### src/rtl/seq_gen_if.sv
// Word stream handshake between the sequence generator and its consumer.
interface seq_gen_if #(
  parameter int DW = 64
);
  logic          data_en;
  logic [DW-1:0] data_value;
  logic          data_ready;

  modport master (output data_en, output data_value, input data_ready);
  modport slave  (input data_en, input data_value, output data_ready);
endinterface

### src/rtl/seq_gen.sv
// Incrementing/decrementing word stream generator with burst/gap shaping,
// run length limit, graceful stop and single-word bit-0 error injection.
//   state   | meaning
//   S_IDLE  | no run active, waiting for start
//   S_BURST | presenting words, holding each until accepted
//   S_GAP   | idle cycles between bursts
module seq_gen #(
  parameter string TYPE = "INC",
  parameter int    DW   = 64,
  parameter int    CNTW = 32,
  parameter int    SUMW = 48
) (
  input  logic            sys_clk,
  input  logic            sys_rst,
  input  logic            start,
  input  logic            stop,
  input  logic [DW-1:0]   seed,
  input  logic [CNTW-1:0] burst_len,
  input  logic [CNTW-1:0] gap_len,
  input  logic [SUMW-1:0] total_len,
  input  logic            inj_err,
  seq_gen_if.master       dout,
  output logic            busy,
  output logic            done,
  output logic [SUMW-1:0] sent_cnt
);

  localparam bit INC = (TYPE == "INC");

  typedef enum logic [1:0] {S_IDLE, S_BURST, S_GAP} state_t;

  state_t          state_q, state_d;
  logic [DW-1:0]   exp_q, exp_d;
  logic [DW-1:0]   word_q, word_d;
  logic [CNTW-1:0] burst_len_q, burst_len_d;
  logic [CNTW-1:0] gap_len_q, gap_len_d;
  logic [SUMW-1:0] total_q, total_d;
  logic [CNTW-1:0] burst_left_q, burst_left_d;
  logic [CNTW-1:0] gap_left_q, gap_left_d;
  logic [SUMW-1:0] sent_q, sent_d;
  logic            inj_q, inj_d;
  logic            stop_q, stop_d;
  logic            done_q, done_d;

  logic            accept;
  logic [DW-1:0]   exp_step;
  logic [DW-1:0]   inj_mask;
  logic [SUMW-1:0] sent_inc;

  assign accept   = (state_q == S_BURST) && dout.data_ready;
  assign exp_step = INC ? exp_q + DW'(1) : exp_q - DW'(1);
  // a word presented on this edge absorbs a pending or same-cycle injection
  assign inj_mask = {{(DW-1){1'b0}}, inj_q | inj_err};
  assign sent_inc = sent_q + SUMW'(1);

  always_ff @(posedge sys_clk or posedge sys_rst) begin
    if (sys_rst) begin
      state_q      <= S_IDLE;
      exp_q        <= '0;
      word_q       <= '0;
      burst_len_q  <= '0;
      gap_len_q    <= '0;
      total_q      <= '0;
      burst_left_q <= '0;
      gap_left_q   <= '0;
      sent_q       <= '0;
      inj_q        <= 1'b0;
      stop_q       <= 1'b0;
      done_q       <= 1'b0;
    end else begin
      state_q      <= state_d;
      exp_q        <= exp_d;
      word_q       <= word_d;
      burst_len_q  <= burst_len_d;
      gap_len_q    <= gap_len_d;
      total_q      <= total_d;
      burst_left_q <= burst_left_d;
      gap_left_q   <= gap_left_d;
      sent_q       <= sent_d;
      inj_q        <= inj_d;
      stop_q       <= stop_d;
      done_q       <= done_d;
    end
  end

  always_comb begin
    state_d      = state_q;
    exp_d        = exp_q;
    word_d       = word_q;
    burst_len_d  = burst_len_q;
    gap_len_d    = gap_len_q;
    total_d      = total_q;
    burst_left_d = burst_left_q;
    gap_left_d   = gap_left_q;
    sent_d       = sent_q;
    inj_d        = inj_q;
    stop_d       = stop_q;
    done_d       = 1'b0;

    case (state_q)
      S_IDLE: begin
        if (start) begin
          state_d      = S_BURST;
          burst_len_d  = (burst_len == '0) ? CNTW'(1) : burst_len;
          burst_left_d = (burst_len == '0) ? CNTW'(1) : burst_len;
          gap_len_d    = gap_len;
          total_d      = total_len;
          sent_d       = '0;
          inj_d        = 1'b0;
          stop_d       = 1'b0;
          exp_d        = seed;
          word_d       = seed;
        end
      end

      S_BURST: begin
        if (inj_err) inj_d = 1'b1;
        if (accept) begin
          sent_d = sent_inc;
          exp_d  = exp_step;
          if (stop || stop_q || (total_q != '0 && sent_inc == total_q)) begin
            state_d = S_IDLE;
            done_d  = 1'b1;
            inj_d   = 1'b0;
            stop_d  = 1'b0;
          end else if (burst_left_q == CNTW'(1)) begin
            burst_left_d = burst_len_q;
            if (gap_len_q != '0) begin
              state_d    = S_GAP;
              gap_left_d = gap_len_q;
            end else begin
              word_d = exp_step ^ inj_mask;
              inj_d  = 1'b0;
            end
          end else begin
            burst_left_d = burst_left_q - CNTW'(1);
            word_d       = exp_step ^ inj_mask;
            inj_d        = 1'b0;
          end
        end else if (stop) begin
          stop_d = 1'b1;
        end
      end

      S_GAP: begin
        if (stop) begin
          state_d = S_IDLE;
          done_d  = 1'b1;
          inj_d   = 1'b0;
        end else begin
          if (inj_err) inj_d = 1'b1;
          if (gap_left_q == CNTW'(1)) begin
            state_d = S_BURST;
            word_d  = exp_q ^ inj_mask;
            inj_d   = 1'b0;
          end else begin
            gap_left_d = gap_left_q - CNTW'(1);
          end
        end
      end

      default: state_d = S_IDLE;
    endcase
  end

  assign dout.data_en    = (state_q == S_BURST);
  assign dout.data_value = word_q;
  assign busy            = (state_q != S_IDLE);
  assign done            = done_q;
  assign sent_cnt        = sent_q;

endmodule

### src/flat_wrapper.sv
// flat-port wrapper written by rule: the top's interface ports become plain ports
module seq_gen_flat 
#(
  parameter string TYPE = "   ",
  parameter int    DW   = 64,
  parameter int    CNTW = 32,
  parameter int    SUMW = 48
)
  (sys_clk, sys_rst, start, stop, seed, burst_len, gap_len, total_len, inj_err, busy, done, sent_cnt, dout_data_en, dout_data_value, dout_data_ready);
  seq_gen_if #(.DW(DW)) dout_i ();
  input  logic sys_clk;
  input  logic sys_rst;
  input  logic start;
  input  logic stop;
  input  logic [DW-1:0] seed;
  input  logic [CNTW-1:0] burst_len;
  input  logic [CNTW-1:0] gap_len;
  input  logic [SUMW-1:0] total_len;
  input  logic inj_err;
  output logic busy;
  output logic done;
  output logic [SUMW-1:0] sent_cnt;
  output wire logic [$bits(dout_i.data_en)-1:0] dout_data_en;
  output wire logic [$bits(dout_i.data_value)-1:0] dout_data_value;
  input wire logic [$bits(dout_i.data_ready)-1:0] dout_data_ready;
  assign dout_data_en = dout_i.data_en;
  assign dout_data_value = dout_i.data_value;
  assign dout_i.data_ready = dout_data_ready;
  seq_gen #(.TYPE(TYPE), .DW(DW), .CNTW(CNTW), .SUMW(SUMW)) u_core (.sys_clk(sys_clk), .sys_rst(sys_rst), .start(start), .stop(stop), .seed(seed), .burst_len(burst_len), .gap_len(gap_len), .total_len(total_len), .inj_err(inj_err), .dout(dout_i), .busy(busy), .done(done), .sent_cnt(sent_cnt));
endmodule
### config.mk
export PLATFORM = sky130hd
export DESIGN_NAME = seq_gen_flat
export DESIGN_NICKNAME = d
export VERILOG_FILES = /design/src/rtl/seq_gen_if.sv /design/src/rtl/seq_gen.sv /design/src/flat_wrapper.sv
export SDC_FILE = /design/constraint.sdc
export NUM_CORES = 1
export LEC_CHECK = 0
export BUFFER_PORTS_ARGS = -buffer_cell sky130_fd_sc_hd__buf_2
export CAP_MARGIN = 20
export CELL_PAD_IN_SITES_DETAIL_PLACEMENT = 0
export CELL_PAD_IN_SITES_GLOBAL_PLACEMENT = 1
export CORE_ASPECT_RATIO = 1.2
export CORE_MARGIN = 1.5
export CORE_UTILIZATION = 48
export DETAILED_ROUTE_END_ITERATION = 10
export PLACE_DENSITY = 0.86
export RECOVER_POWER = 25
export SYNTH_ARGS = -nofsm -noshare
export SYNTH_HDL_FRONTEND = slang
export SYNTH_SLANG_ARGS = --single-unit
### constraint.sdc
create_clock -name sys_clk -period 17 [get_ports sys_clk]
set_input_delay 0 -clock sys_clk [delete_from_list [all_inputs] [get_ports sys_clk]]
set_output_delay 0 -clock sys_clk [all_outputs]
set_load 0.02 [all_outputs]
==> results of run 1 <==
per-layer routing:
metal	vias to the layer above	global-route usage, %	share of wire [%]
li1	9782	-	-
met1	10190	38.14	41
met2	788	51.56	49
met3	177	4.818	6.2
met4	2	12.82	4.2
met5	-	0	0.017
worst paths after layout:
path                                          endpoint  slack, ns
min in group asynchronous           u_core.total_q[26]       1.85
worst max register to register   u_core.gap_left_q[10]      11.96
max in group asynchronous       u_core.burst_len_q[23]      12.34
worst min register to register  u_core.burst_len_q[13]       0.48
worst min-delay path                     u_core.stop_q       0.12
worst max-delay path             u_core.gap_left_q[10]      11.96
power breakdown:
part	switching [mW]	total [mW]	internal [mW]
Clock	0.381	0.926	0.544
Combinational	1.12	1.94	0.820
Sequential	0.392	1.61	1.21
Total	1.90	4.47	2.58
stage by stage:
step           instances  util, %
2_1_floorplan       2471        -
3_3_place_gp        3214    52.46
3_5_place_dp        3215    52.48
4_1_cts             3471    59.63
5_1_grt             3473    59.51
6_report            3474    59.52
logic make-up after synthesis:
group,share of synthesized area (%)
flip-flops,41.00
multiplexers,11.05
adder cells (fa/ha/maj),0.5743
XOR/XNOR,5.186
AO/OA/AOI/OAI,16.78
AND/OR/NAND/NOR,21.01
buffers and inverters,4.387
registers in the layout, indices dropped and copies added (netlist names):
signal                  cells
u_core.done                 1
u_core.dout.data_value     64
u_core.gap_len_q           32
u_core.gap_left_q          32
u_core.stop_q               1
u_core.total_q             48
u_core.burst_left_q        32
u_core.exp_q               64
u_core.burst_len_q         32
u_core.inj_q                1
u_core.state_q              2
u_core.sent_cnt            48
cells in the final DEF, fill, tap and decap left out, types with 43 or more instances in the layout:
cell type                       instances
sky130_fd_sc_hd__a21oi_1              149
sky130_fd_sc_hd__nor2_1               199
sky130_fd_sc_hd__xor2_1                52
sky130_fd_sc_hd__buf_2                220
sky130_fd_sc_hd__mux2_2               173
sky130_fd_sc_hd__nor3_1               102
sky130_fd_sc_hd__nand4_1               52
sky130_fd_sc_hd__dfrtp_1              357
sky130_fd_sc_hd__xnor2_1               77
sky130_fd_sc_hd__dlygate4sd3_1        181
sky130_fd_sc_hd__mux2i_1               46
sky130_fd_sc_hd__inv_1                 60
sky130_fd_sc_hd__o22ai_1               43
sky130_fd_sc_hd__clkbuf_16             43
sky130_fd_sc_hd__o21ai_0              225
sky130_fd_sc_hd__clkbuf_1              80
sky130_fd_sc_hd__nand3_1              103
sky130_fd_sc_hd__nand2_1              201
sky130_fd_sc_hd__nor4_1                78
layout make-up:
cell class	count	area (um2)	area share (%)
multi-input cells	1872	11980	44.85
flip-flops and latches	357	8934	33.44
repair buffers	498	3397	12.72
clock buffers	58	1252	4.689
well taps	609	762.0	2.853
inverters	62	234.0	0.8759
clock inverters	17	148.9	0.5574
diodes	1	2.502	0.009368
worst max-delay path: stages, from the launching register on:
cell and delay (ns):
sky130_fd_sc_hd__dfrtp_1 0.66, sky130_fd_sc_hd__nand4_1 0.32, sky130_fd_sc_hd__nor2_1 0.93, sky130_fd_sc_hd__nand2_1 0.28, sky130_fd_sc_hd__o21bai_1 0.35, sky130_fd_sc_hd__nor4bb_1 0.54
sky130_fd_sc_hd__and4b_1 0.33, sky130_fd_sc_hd__a31oi_4 0.17, sky130_fd_sc_hd__nor2_4 0.84, sky130_fd_sc_hd__o21ai_1 0.17, sky130_fd_sc_hd__a221o_1 0.32
timing repair:
| item | 4_1_cts | 5_1_grt |
|---|---|---|
| setup buffers | 0 | 0 |
| hold endpoints to repair | 402 | 0 |
| hold buffers | 181 | 0 |
==> flow_metrics.tcl, run 1 <==
set metrics [dict create \
    run_status "complete, but fails checks" \
    failed_checks "capacitance limit, slew limit" \
    grt_overflow 0 \
    timing.critical_path.from "u_core.sent_cnt[13]" \
    first_drt_pass_iteration_count 6 \
    final_cell_area_um2 26710 \
    rows 85 \
    via_per_inst 6.027 \
    timing_max_transition_violations_final 133 \
    number_of_sinks_on_the_clock_net 357 \
    route.detailed.wl_per_inst_um 20.58 \
    ios 297 \
    crit_path_max_fanout 32 \
    yosysMostFrequentCell "sky130_fd_sc_hd__dfrtp_1" \
    synth_edf_count 0 \
    cap_viol_max_count 1 \
    timing.max_slew.rel_slack_pct -300.4 \
    cts_inserted_buffers 41 \
    power_per_cell_area_nw_per_um2 167.5 \
    synth_cells 2471 \
    kind_of_start_point_of_the_critical_path "flip-flop" \
    port_buffers 296 \
    max-vdd-ir-drop_v 0.00009346 \
    finalSetupTns_ns 0 \
    grt_start_max_net_pins 158 \
    timing.hold.ws_ns 0.1248 \
    gp_congestion 1.005 \
    grt_antenna_before_repair 1 \
    syn_area_per_cell_um2 8.817 \
    worst_hold_path_type "in -> reg" \
    hold-path-cell-count 4 \
    final-setup-viol-count 0 \
    timing_worst_setup_path_type "reg -> reg" \
    rsz0062_at_grt "no" \
    rr_worst_depth 10 \
    vias 20940 \
    post_synthesis_cell_type_with_the_largest_combined_area "sky130_fd_sc_hd__dfrtp_1" \
    floorplan.initialDensity_pct 48.54 \
    grt_first_pass_wirelength_um 112700 \
    post_cts_resized 0 \
    synth-async-reset-ratio_pct 100.0 \
    place.detailed.hpwl_um 47670 \
    hold_viol_final 0 \
    timing.final.crit_share_pct 29.64 \
    track_usage_pct 30.35 \
    drtAntennaViolNets 0 \
    grt_pass1_vias 20390 \
    tritoncts_clock_tree "built" \
    detailedPlace.worstSlack_ns 12.08 \
    synth-warning-count 0 \
    post-layout-total-power_mw 4.475 \
    postSynthRegisterBits 357 \
    period_minus_slack_ns 5.039 \
    synth.cells.most_frequent "sky130_fd_sc_hd__dfrtp_1 (357), sky130_fd_sc_hd__o21ai_0 (225), sky130_fd_sc_hd__nand2_1 (202)" \
    num-fill-cells 3989 \
    regToRegStartpoint "u_core.sent_cnt[13]" \
    drt-total-wl_um 71490 \
    clock_latency_late_sink_ns 0.58 \
    width_of_the_die_um 197.5 \
    worst_setup_hold_path_clk_slew_ns 0.06 \
    synth.top_cells.by_area "sky130_fd_sc_hd__dfrtp_1 (41%), sky130_fd_sc_hd__mux2_2 (8.9%), sky130_fd_sc_hd__o21ai_0 (5.2%)" \
    synth.yosys.seq_area_share_pct 41.00 \
    post_dp_cell_area_um2 23550 \
    final.setup_skew_ns 0.02154 \
    clk_root_buffer_cell "sky130_fd_sc_hd__clkbuf_16" \
    core_region_area_um2 44880 \
    synth_cell_types 84 \
    drt_drc_violations_left 0 \
    die_height_um 236.4 \
    h-tree-depth 2 \
    areaGrowthSynthToFinish_pct 22.60 \
    p_leak_nw 11.10 \
    yosysTopAreaCellShare_pct 41.00 \
    cp_data_arrival_time_ns 5.49 \
    floorplan.die_area_um2 46680 \
    number_of_design_rule_violations_left_by_the_first_detailed_router_iteration 1594 \
    timing_worst_slew_pin_value_ns 5.973 \
    drive_gt1_share_pct 18.26 \
    source_of_the_worst_hold_timing_path "start" \
    post_synth_instance_area_um2 21790 \
    critical_path.endpoint_type "flip-flop" \
    critPathRequiredTime_ns 17.45 \
    syn_nets 2663 \
    setup_slack_ns 11.96 \
    dominantRegCellSynth "sky130_fd_sc_hd__dfrtp_1" \
    post_layout_net_count 3024 \
    max_freq_ghz 0.1984 \
    clockBufferDepth 3 \
]
Note: power is estimated with default switching activity, not from simulation.
==> run 2, diff against run 1 <==
CORE_UTILIZATION = 45   (was 48)
PLACE_DENSITY = 0.81   (was 0.86)
clock period = 5.1 ns   (was 17 ns; I/O delays follow)
==> flow_metrics.tcl, run 2 (synthesis gave the netlist of run 1 again) <==
set metrics [dict create \
    rrSetupSlack_ns 0.29 \
    finish.utilization_pct 56.24 \
    max_freq_ghz 0.2080 \
    die_height_um 244.0 \
    timing_worst_slew_pin_value_ns 3.969 \
    gp_congestion 0.9247 \
    cts_inserted_buffers 41 \
    floorplan.die_area_um2 49750 \
    grt_start_max_net_pins 148 \
    max_stage_delay_ns 0.81 \
    crit_path_max_fanout 15 \
    critical_path.endpoint_type "flip-flop" \
    hold-path-cell-count 4 \
    detailedPlace.worstSlack_ns 0.3130 \
    run_status "complete, but fails checks" \
    width_of_the_die_um 203.9 \
    timing_worst_setup_path_type "reg -> reg" \
    grt_first_pass_wirelength_um 113700 \
    reg2reg_to "u_core.gap_left_q[27]" \
    grt_antenna_before_repair 1 \
    drt-total-wl_um 72420 \
    period_minus_slack_ns 4.808 \
    num-fill-cells 4327 \
    critPathRequiredTime_ns 5.57 \
    timing.hold.ws_ns 0.1309 \
    port_buffers 296 \
    timing.final.crit_share_pct 94.28 \
    post_layout_nonfiller_instances 3518 \
    clockBufferDepth 3 \
    worst_hold_path_type "in -> reg" \
    vias 20900 \
    areaGrowthSynthToFinish_pct 23.63 \
    drt_drc_violations_left 0 \
    place.detailed.hpwl_um 50000 \
    final.setup_skew_ns 0.01770 \
    power_per_cell_area_nw_per_um2 554.2 \
    floorplan.initialDensity_pct 45.49 \
    grt_pass1_vias 20480 \
    rows 88 \
    setup_slack_ns 0.2918 \
    cp_top_family "simple AND/OR/NAND/NOR gates" \
    failed_checks "capacitance limit, slew limit" \
    h-tree-depth 2 \
    route.detailed.wl_per_inst_um 20.59 \
    max-vdd-ir-drop_v 0.0003282 \
    ios 297 \
    post_dp_cell_area_um2 23820 \
    final-setup-viol-count 0 \
    kind_of_start_point_of_the_critical_path "flip-flop" \
    p_leak_nw 11.41 \
    numPlacedInstances 3265 \
    drtAntennaViolNets 0 \
    track_usage_pct 28.63 \
    grt_overflow 0 \
    hold_path_end "u_core.stop_q" \
    layout.cells.most_common "sky130_fd_sc_hd__dfrtp_1" \
    most-common-layout-cells "sky130_fd_sc_hd__dfrtp_1 (357), sky130_fd_sc_hd__buf_2 (295), sky130_fd_sc_hd__o21ai_0 (225), sky130_fd_sc_hd__nand2_1 (201), sky130_fd_sc_hd__nor2_1 (199)" \
    clk_root_buffer_cell "sky130_fd_sc_hd__clkbuf_16" \
    drive_gt1_share_pct 21.30 \
    regToRegStartpoint "u_core.sent_cnt[20]" \
    clock_latency_late_sink_ns 0.57 \
    timing_max_transition_violations_final 263 \
    final_cell_area_um2 26930 \
    post-layout-total-power_mw 14.93 \
    crit_path_cell_trace "and4_1 > nand4_1 > nor4_1 > xnor2_1 > nand4b_1 > nor4bb_1 > a31oi_4 > nor2_4 > buf_4 > mux2i_1 > nor3_1" \
    source_of_the_worst_hold_timing_path "start" \
    rsz0062_at_grt "no" \
    worst_setup_hold_path_clk_slew_ns 0.06 \
    timing.max_slew.rel_slack_pct -164.6 \
    rr_worst_depth 11 \
    tritoncts_clock_tree "built" \
    first_drt_pass_iteration_count 5 \
    critical-path-slowest-cell "sky130_fd_sc_hd__nor4_1" \
    post_layout_net_count 3050 \
    finalSetupTns_ns 0 \
    number_of_sinks_on_the_clock_net 357 \
    cp_data_arrival_time_ns 5.28 \
    cap_viol_max_count 3 \
    via_per_inst 5.942 \
    hold_viol_final 0 \
    core_region_area_um2 47900 \
    number_of_design_rule_violations_left_by_the_first_detailed_router_iteration 1343 \
    critical_path.n_buffers_inverters 1 \
]
## run 2: how the worst max path moves through the flow
stage / slack [ns] / end / cells past startpoint / startpoint
after CTS: 0.29 / u_core.gap_left_q[27] / 11 / u_core.sent_cnt[18]
after detailed placement: 0.31 / u_core.gap_left_q[27] / 11 / u_core.sent_cnt[18]
after floorplan: 0.32 / u_core.burst_left_q[0] / 1 / sys_rst
after global routing: 0.1 / u_core.gap_left_q[27] / 11 / u_core.sent_cnt[18]
after global placement: 0.30 / u_core.gap_left_q[18] / 11 / u_core.sent_cnt[18]
final: 0.29 / u_core.gap_left_q[27] / 11 / u_core.sent_cnt[20]
## run 2: routing by layer
| metal | wire length, um | vias to the layer above | global-route usage, % |
|---|---|---|---|
| met2 | 35680 | 754 | 49.60 |
| met3 | 4306 | 163 | 4.051 |
| li1 | - | 9842 | - |
| met5 | 0 | - | 0 |
| met1 | 29450 | 10150 | 35.61 |
| met4 | 2979 | 0 | 11.72 |
## run 2: report_power, final
| part | total (mW) | switching [mW] | internal (mW) |
|---|---|---|---|
| Clock | 3.00 | 1.23 | 1.77 |
| Sequential | 5.36 | 1.31 | 4.05 |
| Combinational | 6.57 | 3.74 | 2.84 |
| Total | 14.9 | 6.27 | 8.65 |
## run 2: tightest hold or removal path: stages
cell and delay, ns:
sky130_fd_sc_hd__buf_2 0.16, sky130_fd_sc_hd__nand2b_1 0.25, sky130_fd_sc_hd__a21oi_1 0.10, sky130_fd_sc_hd__o21ai_0 0.14
## run 2: layout make-up
type	instances	area, um2	share of cell area [%]
Multi-Input combinational cell	1872	11990	44.51
Clock buffer	57	1146	4.255
Timing Repair Buffer	524	3657	13.58
Tap cell	630	788.3	2.927
Antenna cell	1	2.502	0.009291
Clock inverter	15	185.2	0.6875
Inverter	62	234.0	0.8687
Sequential cell	357	8934	33.17
## run 2: repair_timing
item,in CTS,in global routing
resized for setup,0,1
endpoints found under the hold margin,532,0
endpoints found under the setup margin,0,6
hold buffers,180,0
buffers inserted,0,0
==> run 3, diff against run 2 <==
RECOVER_POWER = default   (was 25)
SLEW_MARGIN = 20   (was default)
==> flow_metrics.tcl, run 3 (synthesis gave the netlist of run 1 again) <==
set metrics [dict create \
    crit_path_max_fanout 15 \
    clk_root_buffer_cell "sky130_fd_sc_hd__clkbuf_16" \
    max-vdd-ir-drop_v 0.0003283 \
    critical_path.endpoint_type "flip-flop" \
    tritoncts_clock_tree "built" \
    number_of_sinks_on_the_clock_net 357 \
    grt_antenna_before_repair 1 \
    power.share.switching_pct 42.04 \
    drive_gt1_share_pct 21.41 \
    gp_congestion 0.9247 \
    cap_viol_max_count 0 \
    timing_worst_setup_path_type "reg -> reg" \
    cts_inserted_buffers 41 \
    cell_internal_pwr_mw 8.656 \
    final_cell_area_um2 26960 \
    via_per_inst 5.952 \
    power.share.clock_pct 20.1 \
    ios 297 \
    hold-path-cell-count 4 \
    grt_first_pass_wirelength_um 113700 \
    drtAntennaViolNets 0 \
    die_height_um 244.0 \
    grt_overflow 0 \
    hold_viol_final 0 \
    drt_drc_violations_left 0 \
    most-common-layout-cells "sky130_fd_sc_hd__dfrtp_1 (357), sky130_fd_sc_hd__buf_2 (296), sky130_fd_sc_hd__o21ai_0 (225), sky130_fd_sc_hd__nand2_1 (201), sky130_fd_sc_hd__nor2_1 (199)" \
    h-tree-depth 2 \
    layout.cells.most_common "sky130_fd_sc_hd__dfrtp_1" \
    drt-total-wl_um 72520 \
    port_buffers 296 \
    vias 20940 \
    finalSetupTns_ns 0 \
    power_per_cell_area_nw_per_um2 553.9 \
    areaGrowthSynthToFinish_pct 23.75 \
    rrSetupSlack_ns 0.32 \
    rr_worst_depth 11 \
    post-layout-total-power_mw 14.93 \
    kind_of_start_point_of_the_critical_path "flip-flop" \
    first_drt_pass_iteration_count 5 \
    grt_start_max_net_pins 148 \
    source_of_the_worst_hold_timing_path "start" \
    final.setup_skew_ns 0.01208 \
    worst_setup_hold_path_clk_slew_ns 0.06 \
    core_region_area_um2 47900 \
    final-setup-viol-count 0 \
    rows 88 \
    clockBufferDepth 3 \
    hold_path_end "u_core.stop_q" \
    place.detailed.hpwl_um 50000 \
    clock_latency_late_sink_ns 0.57 \
    period_minus_slack_ns 4.782 \
    post_dp_cell_area_um2 23820 \
    width_of_the_die_um 203.9 \
    regToRegStartpoint "u_core.sent_cnt[20]" \
    cp_data_arrival_time_ns 5.25 \
    power.combinational.fraction_pct 44.0 \
    run_status "finished, final reports clean" \
    number_of_design_rule_violations_left_by_the_first_detailed_router_iteration 1350 \
    post_layout_net_count 3050 \
    worst_hold_path_type "in -> reg" \
    track_usage_pct 28.63 \
    critPathRequiredTime_ns 5.57 \
    timing_max_transition_violations_final 0 \
    timing_worst_slew_pin_value_ns 1.149 \
    floorplan.initialDensity_pct 45.49 \
    rsz0062_at_grt "no" \
    net-switching-power_mw 6.279 \
    p_leak_nw 11.43 \
    p_seq_share_pct 35.9 \
    max_freq_ghz 0.2091 \
    timing.final.crit_share_pct 93.76 \
    floorplan.die_area_um2 49750 \
    cts_setup_buffers 0 \
    grt_pass1_vias 20480 \
    reg2reg_to "u_core.gap_left_q[27]" \
    timing.max_slew.rel_slack_pct 23.39 \
    route.detailed.wl_per_inst_um 20.61 \
]
-- run 3: changes by cell type in the layout (fill, tap and decap cells not counted), sizes merged --
cell    previous run  this run
buf              340       344
clkbuf            61        57
-- run 3: repair_timing --
| item | in CTS | in global routing |
|---|---|---|
| hold endpoints to repair | 532 | 0 |
| gates resized for setup | 0 | 1 |
| hold buffers | 180 | 0 |
| endpoints found under the setup margin | 0 | 6 |
-- run 3: worst max path at each step --
stage	cells after the start	end	slack (ns)	from
floorplan	1	u_core.burst_left_q[0]	0.32	sys_rst
global placement	11	u_core.gap_left_q[18]	0.30	u_core.sent_cnt[18]
detailed placement	11	u_core.gap_left_q[27]	0.31	u_core.sent_cnt[18]
CTS	11	u_core.gap_left_q[27]	0.29	u_core.sent_cnt[18]
global route	11	u_core.gap_left_q[27]	0.1	u_core.sent_cnt[18]
finish	11	u_core.gap_left_q[27]	0.32	u_core.sent_cnt[20]
-- run 3: routing by layer --
layer	share of wire, %	global-route usage, %
met5	0	0
met4	4.2	11.72
met3	6.1	4.051
met2	49	49.60
met1	41	35.61
-- run 3: layout make-up --
type | instances | area [um2]
timing repair buffer | 524 | 3681
multi-input combinational | 1872 | 11990
inverter | 62 | 236.5
fill | 4322 | 20940
clock buffer | 57 | 1146
tap | 630 | 788.3
sequential | 357 | 8934
clock inverter | 15 | 185.2
antenna | 1 | 2.502
-- run 3: power groups by stage --
stage / sequential (mW) / clock (mW) / combinational, mW
final: 5.36 / 3.00 / 6.58
after floorplan: 5.18 / 0 / 4.69
after global placement: 5.31 / 0 / 6.31
after CTS: 5.33 / 3.07 / 6.58
after global routing: 5.53 / 3.18 / 7.23
after detailed placement: 5.38 / 0 / 6.44
-- run 3: per-stage QoR --
stage	hold slack, ns	instances	setup WS, ns	utilization, %
detailed placement	0.2351	3265	0.3130	49.73
floorplan	0.1391	2471	0.3157	-
finish	0.1459	3518	0.3181	56.29
CTS	0.09322	3517	0.2868	56.27
global placement	0.2319	3265	0.2981	49.73
global route	0.1678	3518	0.09617	56.29
-- run 3: worst max-delay path, cell delays in order, from the launching register on --
cell and delay [ns]:
sky130_fd_sc_hd__dfrtp_1 0.60, sky130_fd_sc_hd__and4_1 0.46, sky130_fd_sc_hd__nand4_1 0.44, sky130_fd_sc_hd__nor4_1 0.80
sky130_fd_sc_hd__xnor2_1 0.23, sky130_fd_sc_hd__nand4b_1 0.28, sky130_fd_sc_hd__nor4bb_1 0.57, sky130_fd_sc_hd__a31oi_4 0.28
sky130_fd_sc_hd__nor2_4 0.34, sky130_fd_sc_hd__buf_4 0.33, sky130_fd_sc_hd__mux2i_1 0.11, sky130_fd_sc_hd__nor3_1 0.23
